$ cat src/rtl/adc_spi_responder.sv
// adc_spi_responder: emulates the 8-channel serial ADC for controller loopback testing.
// Define ADC_RESP_RAMP_EN to replace CH0..CH7 with a per-frame ramp pattern.
module adc_spi_responder #(
    parameter int SYNC_STAGES = 2
) (
    input  logic        CLOCK,
    input  logic        RESET,
    input  logic [11:0] CH0,
    input  logic [11:0] CH1,
    input  logic [11:0] CH2,
    input  logic [11:0] CH3,
    input  logic [11:0] CH4,
    input  logic [11:0] CH5,
    input  logic [11:0] CH6,
    input  logic [11:0] CH7,
    input  logic        ADC_SCLK,
    input  logic        ADC_CS_N,
    input  logic        ADC_DIN,
    output logic        ADC_DOUT,
    output logic [5:0]  LAST_CFG,
    output logic        FRAME_DONE,
    output logic        FRAME_ERR
);
    localparam logic IDLE  = 1'b0;
    localparam logic SHIFT = 1'b1;

    logic [SYNC_STAGES-1:0] sclk_s, cs_s, din_s;
    logic        sclk_d, cs_d, state;
    logic [3:0]  rise_cnt, fall_cnt;
    logic [5:0]  cfg;
    logic [11:0] tx, pending, sel, result;
    logic [2:0]  idx;
    logic [11:0] ch [8];

    wire sclk_now  = sclk_s[SYNC_STAGES-1];
    wire cs_now    = cs_s[SYNC_STAGES-1];
    wire din_now   = din_s[SYNC_STAGES-1];
    wire sclk_rise = sclk_now & ~sclk_d;
    wire sclk_fall = ~sclk_now & sclk_d;
    wire cs_rise   = cs_now & ~cs_d;
    wire cs_fall   = ~cs_now & cs_d;

    assign ch = '{CH0, CH1, CH2, CH3, CH4, CH5, CH6, CH7};
    assign idx = {cfg[3], cfg[2], cfg[4]};
    assign ADC_DOUT = tx[11];

`ifdef ADC_RESP_RAMP_EN
    logic [11:0] frame_cnt;
    logic unused_ch;
    assign unused_ch = ^{CH0, CH1, CH2, CH3, CH4, CH5, CH6, CH7};
    assign sel = frame_cnt + {1'b0, idx, 8'h00};
`else
    assign sel = ch[idx];
`endif
    assign result = (cfg[5] ? sel : 12'h800) ^ (cfg[1] ? 12'h000 : 12'h800);

    // CS_N sync resets to asserted so a reset mid-frame never produces a spurious frame start.
    always_ff @(posedge CLOCK) begin
        if (!RESET) begin
            sclk_s     <= '0;
            cs_s       <= '0;
            din_s      <= '0;
            sclk_d     <= 1'b0;
            cs_d       <= 1'b0;
            state      <= IDLE;
            rise_cnt   <= 4'd0;
            fall_cnt   <= 4'd0;
            cfg        <= 6'd0;
            tx         <= 12'd0;
            pending    <= 12'd0;
            LAST_CFG   <= 6'b100010;
            FRAME_DONE <= 1'b0;
            FRAME_ERR  <= 1'b0;
`ifdef ADC_RESP_RAMP_EN
            frame_cnt  <= 12'd0;
`endif
        end else begin
            sclk_s     <= {sclk_s[SYNC_STAGES-2:0], ADC_SCLK};
            cs_s       <= {cs_s[SYNC_STAGES-2:0], ADC_CS_N};
            din_s      <= {din_s[SYNC_STAGES-2:0], ADC_DIN};
            sclk_d     <= sclk_now;
            cs_d       <= cs_now;
            FRAME_DONE <= 1'b0;
            FRAME_ERR  <= 1'b0;
            if (state == IDLE) begin
                if (cs_fall) begin
                    state    <= SHIFT;
                    tx       <= pending;
                    rise_cnt <= 4'd0;
                    fall_cnt <= 4'd0;
                    cfg      <= 6'd0;
                end
            end else if (cs_rise) begin
                state      <= IDLE;
                tx         <= 12'd0;
                FRAME_DONE <= 1'b1;
                FRAME_ERR  <= fall_cnt < 4'd12;
                if (rise_cnt >= 4'd6) begin
                    LAST_CFG <= cfg;
                    pending  <= result;
                end
`ifdef ADC_RESP_RAMP_EN
                frame_cnt  <= frame_cnt + 12'd1;
`endif
            end else begin
                if (sclk_rise) begin
                    if (rise_cnt < 4'd6) cfg <= {cfg[4:0], din_now};
                    if (rise_cnt != 4'd15) rise_cnt <= rise_cnt + 4'd1;
                end
                if (sclk_fall) begin
                    tx <= {tx[10:0], 1'b0};
                    if (fall_cnt != 4'd15) fall_cnt <= fall_cnt + 4'd1;
                end
            end
        end
    end
endmodule

$ cat config.mk
export PLATFORM = sky130hd
export DESIGN_NAME = adc_spi_responder
export DESIGN_NICKNAME = d
export VERILOG_FILES = /design/src/rtl/adc_spi_responder.sv
export SDC_FILE = /design/constraint.sdc
export NUM_CORES = 1
export LEC_CHECK = 0
export ABC_AREA = 1
export CORE_ASPECT_RATIO = 0.9
export CORE_MARGIN = 5
export CORE_UTILIZATION = 40
export CTS_BUF_LIST = sky130_fd_sc_hd__clkbuf_8 sky130_fd_sc_hd__clkbuf_16
export DETAILED_ROUTE_END_ITERATION = 6
export GPL_TIMING_DRIVEN = 1
export PLACE_DENSITY = 0.73
export SETUP_SLACK_MARGIN = 0.3
export SLEW_MARGIN = 20
export SYNTH_ARGS = -nofsm -noshare
export SYNTH_HDL_FRONTEND = slang
export SYNTH_SLANG_ARGS = --single-unit
$ cat constraint.sdc
create_clock -name CLOCK -period 1.7 [get_ports CLOCK]
set_clock_uncertainty 0.1 [all_clocks]
set_input_delay 0.255 -clock CLOCK [delete_from_list [all_inputs] [get_ports CLOCK]]
set_output_delay 0.255 -clock CLOCK [all_outputs]
set_load 0.01 [all_outputs]
# After elaboration in Yosys (flattened, before gate mapping)
# Index checks and enable logic that the tools add are counted.
# word_totals
register_bits	55
latchBits	0
mem_bits_rw	0
romBits	0
inputBits	101
output_inout_bits	9
elab_cells	74
memories	0
# classes
addsub	2
n_mul	0
div_mod_pow	0
n_lt_le_gt_ge	4
n_eq_ne	9
n_shift	0
mux	27
bitwise_logic	10
reduce_logical	8
# op_table
cell	count
12-bit two-way mux	8
12-bit binary-select mux with 3-bit select	1
4-bit two-way mux	9
6-bit two-way mux	5
4-bit AND reduction	3
12-bit bitwise XOR	1
2-bit by 1-bit inequality test with 1-bit output, second input constant	5
4-bit by 1-bit adder with 4-bit output, second input constant	2
4-bit inequality test, second input constant	2
3-bit AND reduction	2
1-bit bitwise AND	4
4-bit by 3-bit greater-or-equal comparator with 1-bit output, second input constant	1
4-bit greater-or-equal comparator, second input constant	1
4-bit by 3-bit < comparator with 1-bit output, second input constant	1
4-bit < comparator, second input constant	1
1-bit two-way mux	4
1-bit NOT	4
3-bit NOT with 4-bit output	1
2-bit AND reduction	2
3-bit by 1-bit inequality test with 1-bit output, second input constant	1
2-bit inequality test, second input constant	1
2-bit nonzero test	1

# Longest topological paths before layout
# Gate-level depths: netlist of the first run.
# depth
word_depth	6
ltp_mapped	11
depth_no_buf	10

# Least setup slack after synthesis of the first run
# Ideal clock, no wire load.
# synth_timing
path_kind	register -> register
from	reg rise_cnt[0]
to	reg pending[0]
setup_ps	70
arrival_time_ps	1250
required_ps	1530
slack_ps	279
stages_incl_launch_ff	10
path_buffers	2
synth_period_minus_slack_ps	1421
path_cell_list	dfxtp_1 inv_1 ha_1 nand2_1 nand3_1 nand2_1 buf_4 buf_4 nand2_1 a21oi_1
# synth_via
elab_chain_cells	2
# synth_lines
item	line	text
start: declaration	29	logic [3:0] rise_cnt, fall_cnt;
start signal: assignment	108	if (rise_cnt != 4'd15) rise_cnt <= rise_cnt + 4'd1;
4-bit by 3-bit greater-or-equal comparator with 1-bit output	98	if (rise_cnt >= 4'd6) begin
3-bit AND reduction (no source line)	--	
end signal: assignment	100	pending <= result;
end: declaration	31	logic [11:0] tx, pending, sel, result;
# No other way between the ends.
# A chain may end at the register's enable or synchronous reset.

# Worst setup path in the final report of the first run
# layout_timing
from	reg cs_d
to	reg LAST_CFG[1]
# layout_via
elab_chain_cells	3
# layout_lines
item	line	text
start: declaration	28	logic sclk_d, cs_d, state;
start signal: assignment	82	cs_d <= cs_now;
1-bit NOT	40	wire cs_rise = cs_now & ~cs_d;
1-bit bitwise AND	40	
3-bit AND reduction (no source line)	--	
end signal: assignment	99	LAST_CFG <= cfg;
end: declaration	20	output logic [5:0] LAST_CFG,
# No other way between the ends.

==> results.ini, run 1 <==
[synth]
ys_types = 30
synthTopCellsByArea = dfxtp_1 (36%), nand2_1 (9.8%), nor2_1 (9.4%), o21ai_0 (8.9%), nand3_1 (6.6%)
syn_avg_cell_area_um2 = 6.64
async_reset_ff_share_pct = 0
ys_top_cells_by_count = nand2_1 (80), nor2_1 (76), dfxtp_1 (55)
synth-seq-cells = 55
synth.most_common_cell = nand2_1
ys.warnings.count = 0
ys_seq_area_share_pct = 36.1
synth_ff_type = dfxtp_1
synth_area_um2 = 3050
synth.top_cell.area_share_pct = 36.1
yosysTopAreaCell = dfxtp_1
syn_inst = 459
synth-edff-count = 0
syn-num-nets = 563

[power_and_ir_drop]
vdd_drop_max_mv = 0.434
p_leak_nw = 1.96
total_power_w = 0.00253
power.density_nw_per_um2 = 499

[die]
rows = 30
dieArea_um2 = 9470
die_y_um = 92.8
ioPinCount = 110
dieWidth_um = 102
core_area_um2 = 7470
start_util_pct = 40.8

[clocking]
numCtsBuffers = 5
clk_latency_ns = 0.31
clk_pin_slew_ns = 0.10
cts-root-buf = clkbuf_8
cts_max_path_buffers = 2
hold_buffers = 0
cts.sinks = 55
cts_tree = done
h-tree-depth = 2

[timing]
fin_tns_setup_ns = 0
setup_viol = 0
final_max_slew_viol_count = 0
hold_viol = 0
worst_slew_pin_slew_ns = 0.515
post-route-min-period_ns = 1.54
rsz0062_at_grt = true
max-slew-margin-rel_pct = 65.7
timing.fmax_ghz = 0.648
period_share_pct = 90.8

[global_route]
grt_pass1_wl_um = 16900
grt_overflow = 0
grt_antenna_before_repair = 0
gr-usage-all-layers_pct = 22.3
grt_max_degree = 29
grt_pass1_vias = 3387

[drt]
drt_iter0_markers = 262
antenna_left = 0
vias = 3720
vias_per_cell = 5.41
wl_um = 11600
drtPass1Iterations = 5
drcViolationCount = 0
wl_per_cell_um = 16.9

[critical_path]
required_ns = 1.81
r2r_end = LAST_CFG[1]$_SDFFE_PN1P_
r2r-start = cs_d$_SDFF_PN0_
r2r_cells = 7
critPathLaunchType = register
path_class = reg2reg
worst-path-max-fanout = 5
r2r_slack_ns = 0.16
arrival_ns = 1.65
crit_start = cs_d$_SDFF_PN0_
crit_path_end_kind = register
endpoint = LAST_CFG[1]$_SDFFE_PN1P_

[placement]
place_area_um2 = 4230
placement.io_buffers = 109
gp_congestion = 0.846
hpwl_um = 7160

[final_layout]
area_delta_synth_final_pct = 66.2
multi_input_area_um2 = 1930
seqCellArea_um2 = 1120
nFillCells = 596
diodes = 0
final_util_pct = 67.8
final_area_um2 = 5070
num-nets-final = 695
drive_above_1_share_pct = 23.1

[run]
cap_viol_max_count = 0

[min_path]
hold_path_class = reg2reg

[run_status]
status = completed

## metrics by stage
| step | hold WS, ns | worst slack, ns | instances |
|---|---|---|---|
| final | 0.313 | 0.157 | 688 |
| after global routing | 0.330 | 0.0964 | 688 |
| after CTS | 0.313 | 0.224 | 671 |
| after detailed placement | 0.298 | 0.0967 | 644 |
| after global placement | 0.293 | 0.119 | 644 |
| after floorplan | 0.253 | 0.311 | 459 |
## critical path, stage by stage, from the launching register on
cell     delay [ns]
dfxtp_2        0.35
inv_2          0.09
nand2_4        0.07
nor2_4         0.17
buf_4          0.14
buf_4          0.11
nand2_2        0.10
a211o_1        0.31
## state kept, by name, summed over array words and instances (netlist names), 2 cells and up
name,flops
rise_cnt,4
cfg,6
din_s,2
LAST_CFG,6
tx,12
sclk_s,2
fall_cnt,4
cs_s,2
pending,12
## how the worst min path moves through the flow
stage          cells past startpoint                 start                    to  slack [ns]
2_1_floorplan                      2              ADC_CS_N    cs_s[0]$_SDFF_PN0_        0.25
3_3_place_gp                       2  sclk_s[0]$_SDFF_PN0_  sclk_s[1]$_SDFF_PN0_        0.29
3_5_place_dp                       2    cs_s[0]$_SDFF_PN0_    cs_s[1]$_SDFF_PN0_        0.30
4_1_cts                            2    cs_s[0]$_SDFF_PN0_    cs_s[1]$_SDFF_PN0_        0.31
5_1_grt                            2    cs_s[0]$_SDFF_PN0_    cs_s[1]$_SDFF_PN0_        0.33
6_report                           2    cs_s[0]$_SDFF_PN0_    cs_s[1]$_SDFF_PN0_        0.31
## cells by family after synthesis
kind of cell | after synthesis | share of synthesized area (%)
compound gates | 125 | 22.9
fa+ha+maj | 3 | 1.23
buf+inv | 64 | 9.77
flops | 55 | 36.1
simple gates | 212 | 30.0
## area by class of cell
| class | instances | share of cell area [%] |
|---|---|---|
| clock buffer | 7 | 1.90 |
| clock inverter | 1 | 0.0741 |
| inverter | 31 | 2.54 |
| multi-input combinational | 341 | 38.0 |
| sequential | 55 | 22.2 |
| tap | 96 | 2.37 |
| timing repair buffer | 154 | 32.5 |
| timing repair inverter | 3 | 0.420 |
## power breakdown
group	total, W	internal, W	switching (W)
clock	0.000786	0.000367	0.000418
sequential	0.00132	0.00130	0.0000139
combinational	0.000425	0.000274	0.000151
total	0.00253	0.00194	0.000583
## per-layer routing
metal	share of wire, %	track usage, %	vias to the layer above
met4	3.4	5.57	0
li1	-	-	1803
met5	0	0	-
met2	51	39.9	140
met3	4.4	2.94	39
met1	41	28.0	1738
## cells in the final DEF (no fill, tap or decap), types with 3 or more instances in the layout
cell and n:
clkdlybuf4s50_1 100, nor2_1 74, nand2_1 66, dfxtp_1 46, o21ai_0 40, nand3_1 27, inv_1 23, o211ai_1 20
buf_4 20, o21ai_1 19, a21oi_2 15, nand2_2 13, a21oi_1 13, buf_6 11, a31oi_1 10, nand3_2 9
dlygate4sd2_1 9, o21ai_2 7, clkbuf_8 7, buf_12 7, inv_2 6, nand2_4 5, dfxtp_4 5, nand3_4 4
nor2_4 4, dfxtp_2 4, buf_16 3, buf_8 3
## repair_timing
action,CTS,global route
pin swaps,9,40
hold endpoints to repair,0,0
setup buffers,12,14
resized for setup,46,83
endpoints found under the setup margin,47,44
cloned,7,3
Note: power is estimated with default switching activity, not from simulation.
==> run 2, diff against run 1 <==
--- a/config.mk
+++ b/config.mk
@@ -8,11 +8,11 @@
 export ABC_AREA = 1
 export CORE_ASPECT_RATIO = 0.9
 export CORE_MARGIN = 5
-export CORE_UTILIZATION = 40
+export CORE_UTILIZATION = 45
 export CTS_BUF_LIST = sky130_fd_sc_hd__clkbuf_8 sky130_fd_sc_hd__clkbuf_16
 export DETAILED_ROUTE_END_ITERATION = 6
 export GPL_TIMING_DRIVEN = 1
-export PLACE_DENSITY = 0.73
+export PLACE_DENSITY = 0.8
 export SETUP_SLACK_MARGIN = 0.3
 export SLEW_MARGIN = 20
 export SYNTH_ARGS = -nofsm -noshare
==> results.ini, run 2 (synthesis gave the netlist of run 1 again) <==
[run_status]
status = completed

[final_layout]
drive_above_1_share_pct = 21.3
final_area_um2 = 4910
area_delta_synth_final_pct = 61.0
num-nets-final = 682
diodes = 0
final_common_cell = clkdlybuf4s50_1
layoutNonFillerInstCount = 668
nFillCells = 499
biggestRegsByFlops = pending (12), tx (12)
final_cell_mix = clkdlybuf4s50_1 (100), nand2_1 (70), nor2_1 (67)

[critical_path]
crit_chain = inv_2, ha_4, nand2_2, nand3_2, nand2_4, buf_8, nor2_4, nand4_1, nand3_1, nand2_1, inv_1
critPathLaunchType = register
required_ns = 1.82
critPathBufInv = 3
worst-path-max-fanout = 8
cpLargestDelayFamily = simple AND/OR/NAND/NOR gates
critical-path-max-stage-delay_ns = 0.38
path_class = reg2reg
arrival_ns = 1.64
crit_path_end_kind = register
slowest_stage = dfxtp_2

[placement]
hpwl_um = 6930
gp_congestion = 0.828
place_inst = 642
preCtsSetupSlack_ns = 0.168
place_area_um2 = 4240
placement.io_buffers = 109

[timing]
final_max_slew_viol_count = 0
timing.fmax_ghz = 0.658
max-slew-margin-rel_pct = 83.0
worst_slew_pin_slew_ns = 0.252
rsz0062_at_grt = true
fin_ws_ns = 0.180
hold_viol = 0
post-route-min-period_ns = 1.52
whs_ns = 0.312
period_share_pct = 89.4
setup_viol = 0
fin_tns_setup_ns = 0

[drt]
vias = 3703
wl_per_cell_um = 16.6
vias_per_cell = 5.54
wl_um = 11100
drt_iter0_markers = 284
drcViolationCount = 0
antenna_left = 0
drtPass1Iterations = 5

[global_route]
grt_antenna_before_repair = 0
gr-usage-all-layers_pct = 22.3
grt_pass1_vias = 3254
grt_pass1_wl_um = 15600
grt_overflow = 0
grt_max_degree = 49

[clocking]
hold_buffers = 0
cts.sinks = 55
cts_tree = done
cts-root-buf = clkbuf_8
cts_max_path_buffers = 2
numCtsBuffers = 5
clk_latency_ns = 0.31
clk_pin_slew_ns = 0.10
h-tree-depth = 2

[min_path]
hold_path_class = reg2reg

[die]
start_util_pct = 46.3
core_area_um2 = 6590
rows = 28
dieWidth_um = 96.8
dieArea_um2 = 8520
ioPinCount = 110
die_y_um = 88.1

[run]
cap_viol_max_count = 0

[power_and_ir_drop]
power.density_nw_per_um2 = 530
vdd_drop_max_mv = 0.365
p_leak_nw = 1.86

[run 2: path summary, 6_finish.rpt]
check                           startpoint                       end  slack (ns)  cells past startpoint
hold / removal          cs_s[0]$_SDFF_PN0_        cs_s[1]$_SDFF_PN0_        0.31                      2
setup reg to reg  rise_cnt[0]$_SDFFE_PN0P_  pending[11]$_SDFFE_PN0P_        0.18                     11
hold reg to reg         cs_s[0]$_SDFF_PN0_        cs_s[1]$_SDFF_PN0_        0.31                      2
setup / recovery  rise_cnt[0]$_SDFFE_PN0P_  pending[11]$_SDFFE_PN0P_        0.18                     11
[run 2: report_power, final]
| part | internal, W | switching, W | total [W] |
|---|---|---|---|
| Combinational | 0.000270 | 0.000148 | 0.000418 |
| Sequential | 0.00130 | 0.0000177 | 0.00132 |
| Clock | 0.000431 | 0.000432 | 0.000863 |
| Total | 0.00200 | 0.000598 | 0.00260 |
[run 2: worst register-to-register path: cells and delay by family, from the launching register on]
| kind | cells | cell delay, ns |
|---|---|---|
| adders and majority gates | 1 | 0.15 |
| and+or+nand+nor | 7 | 0.55 |
| buffers and inverters | 3 | 0.25 |
| DFF | 1 | 0.38 |
[run 2: metal layers]
layer | up-vias | GRT usage [%] | part of all wire [%]
li1 | 1778 | - | -
met1 | 1742 | 26.3 | 39
met2 | 152 | 42.2 | 53
met3 | 31 | 3.42 | 5.5
met4 | 0 | 6.51 | 2.7
met5 | - | 0 | 0
[run 2: cell type report]
class	count	area, µm²	share of cell area [%]
inverter	31	145	2.96
tap	90	113	2.29
clock buffer	5	68.8	1.40
timing repair buffer	144	1490	30.3
clock inverter	2	37.5	0.765
sequential	55	1130	23.0
multi-input combinational	340	1920	39.2
timing repair inverter	1	8.76	0.178
[run 2: stage by stage]
step,util [%],total power [W]
2_1_floorplan,-,0.00146
3_3_place_gp,64.4,0.00171
3_5_place_dp,64.4,0.00172
4_1_cts,68.3,0.00256
5_1_grt,74.5,0.00269
6_report,74.5,0.00260
[run 2: what timing repair did]
item	CTS	global route
setup buffers	4	10
resized for setup	43	90
pin swaps	6	29
setup endpoints to repair	50	42
gates cloned	1	4
==> run 3, diff against run 2 <==
--- a/config.mk
+++ b/config.mk
@@ -8,11 +8,11 @@
 export ABC_AREA = 1
 export CORE_ASPECT_RATIO = 0.9
 export CORE_MARGIN = 5
-export CORE_UTILIZATION = 45
+export CORE_UTILIZATION = 35
 export CTS_BUF_LIST = sky130_fd_sc_hd__clkbuf_8 sky130_fd_sc_hd__clkbuf_16
 export DETAILED_ROUTE_END_ITERATION = 6
 export GPL_TIMING_DRIVEN = 1
-export PLACE_DENSITY = 0.8
+export PLACE_DENSITY = 0.65
 export SETUP_SLACK_MARGIN = 0.3
 export SLEW_MARGIN = 20
 export SYNTH_ARGS = -nofsm -noshare
==> results.ini, run 3 (synthesis gave the netlist of run 1 again) <==
[run_status]
status = completed

[critical_path]
crit_chain = inv_8, nor2_4, buf_4, nor2_1, nand2_2, inv_1, o21ai_0, nor2_1
path_class = reg2reg
cpLargestDelayFamily = simple AND/OR/NAND/NOR gates
r2r-start = state$_SDFF_PN0_
crit_top_cell = nor2_1
arrival_ns = 1.60
r2r_cells = 8
crit_path_end_kind = register
r2r_slack_ns = 0.20
critical-path-max-stage-delay_ns = 0.40
r2r_end = rise_cnt[1]$_SDFFE_PN0P_
required_ns = 1.80
slowest_stage = dfxtp_4
worst-path-max-fanout = 7
critPathLaunchType = register
critPathBufInv = 3

[placement]
placement.io_buffers = 109
hpwl_um = 7180
gp_congestion = 0.838

[timing]
post-route-min-period_ns = 1.50
max-slew-margin-rel_pct = 73.1
final_max_slew_viol_count = 0
whs_ns = 0.316
fin_tns_setup_ns = 0
setup_viol = 0
rsz0062_at_grt = true
period_share_pct = 88.4
hold_viol = 0
worst_slew_pin_slew_ns = 0.402
timing.fmax_ghz = 0.665

[drt]
drt_iter0_markers = 246
vias = 3475
antenna_left = 0
wl_per_cell_um = 15.0
wl_um = 10500
drcViolationCount = 0
drtPass1Iterations = 4
vias_per_cell = 4.99

[final_layout]
nFillCells = 811
final_cell_mix = clkdlybuf4s50_1 (100), nand2_1 (73), nor2_1 (73)
num-nets-final = 681
area_delta_synth_final_pct = 58.9
final_common_cell = clkdlybuf4s50_1
biggestRegsByFlops = pending (12), tx (12)
diodes = 0
drive_above_1_share_pct = 17.8

[run]
cap_viol_max_count = 0

[power_and_ir_drop]
power_switching_w = 0.000559
total_power_w = 0.00261
p_seq_share_pct = 50.7
vdd_drop_max_mv = 0.407
clkPwrFrac_pct = 34.1
p_leak_nw = 1.86
switching_share_pct = 21.5
power.density_nw_per_um2 = 538
combPwrFrac_pct = 15.2
internal_power_w = 0.00205

[clocking]
h-tree-depth = 2
clk_pin_slew_ns = 0.09
hold_buffers = 0
cts-root-buf = clkbuf_8
cts.sinks = 55
cts_tree = done
numCtsBuffers = 5
cts_max_path_buffers = 2
clk_latency_ns = 0.31

[min_path]
min_from = cs_s[0]$_SDFF_PN0_
whs_endpoint = cs_s[1]$_SDFF_PN0_
min_path_cells = 2
hold_path_class = reg2reg

[die]
rows = 32
die_y_um = 98.5
start_util_pct = 35.8
dieArea_um2 = 10700
core_area_um2 = 8530
dieWidth_um = 108
ioPinCount = 110

[global_route]
grt_overflow = 0
grt_max_degree = 50
gr-usage-all-layers_pct = 19.3
grt_antenna_before_repair = 0
grt_pass1_vias = 3338
grt_pass1_wl_um = 16500

## run 3: stage by stage
step	cells	util (%)	worst slack, ns	cell area [µm²]
after floorplan	459	-	0.311	3060
after global placement	670	50.1	0.0984	4270
after detailed placement	670	50.1	0.117	4270
after CTS	690	53.9	0.206	4600
after global routing	697	56.8	0.110	4840
final	697	56.8	0.197	4840
## run 3: layout make-up
cell class                 instances  area (µm²)  area share, %
clock buffer                       6        82.6           1.70
clock inverter                     2        35.0          0.723
inverter                          31         134           2.76
multi-input combinational        341        1840           38.1
sequential                        55        1120           23.1
tap                              119         149           3.07
timing repair buffer             141        1470           30.3
timing repair inverter             2        15.0          0.310
## run 3: routing by layer
metal  vias up  part of all wire, %  GRT usage (%)
met5         -                    0              0
met2        69                   53           34.7
li1       1773                    -              -
met3        16                  3.1           3.47
met4         0                  1.8           4.95
met1      1617                   42           23.5
## run 3: power groups by stage
stage	logic [W]	clock network [W]	registers, W
floorplan	0.000114	0	0.00135
global placement	0.000367	0	0.00135
detailed placement	0.000370	0	0.00135
CTS	0.000384	0.000918	0.00132
global route	0.000430	0.000988	0.00132
finish	0.000396	0.000889	0.00132
## run 3: worst min-delay path: stages, from the launching register on
cell and delay (ns):
dfxtp_1 0.31, nand2_1 0.05, inv_1 0.03
## run 3: worst max path at each step
stage | endpoint | cells past startpoint | slack [ns] | startpoint
after global placement | state$_SDFF_PN0_ | 4 | 0.1 | RESET
after floorplan | pending[0]$_SDFFE_PN0P_ | 9 | 0.31 | rise_cnt[0]$_SDFFE_PN0P_
after CTS | pending[4]$_SDFFE_PN0P_ | 8 | 0.21 | cs_d$_SDFF_PN0_
final | rise_cnt[1]$_SDFFE_PN0P_ | 8 | 0.20 | state$_SDFF_PN0_
after global routing | rise_cnt[1]$_SDFFE_PN0P_ | 9 | 0.11 | state$_SDFF_PN0_
after detailed placement | state$_SDFF_PN0_ | 4 | 0.12 | RESET
## run 3: what timing repair did
item,CTS,global route
cloned,5,1
endpoints found under the hold margin,0,0
buffers inserted,7,6
setup endpoints to repair,50,43
gates resized for setup,48,42
pin swaps,11,13
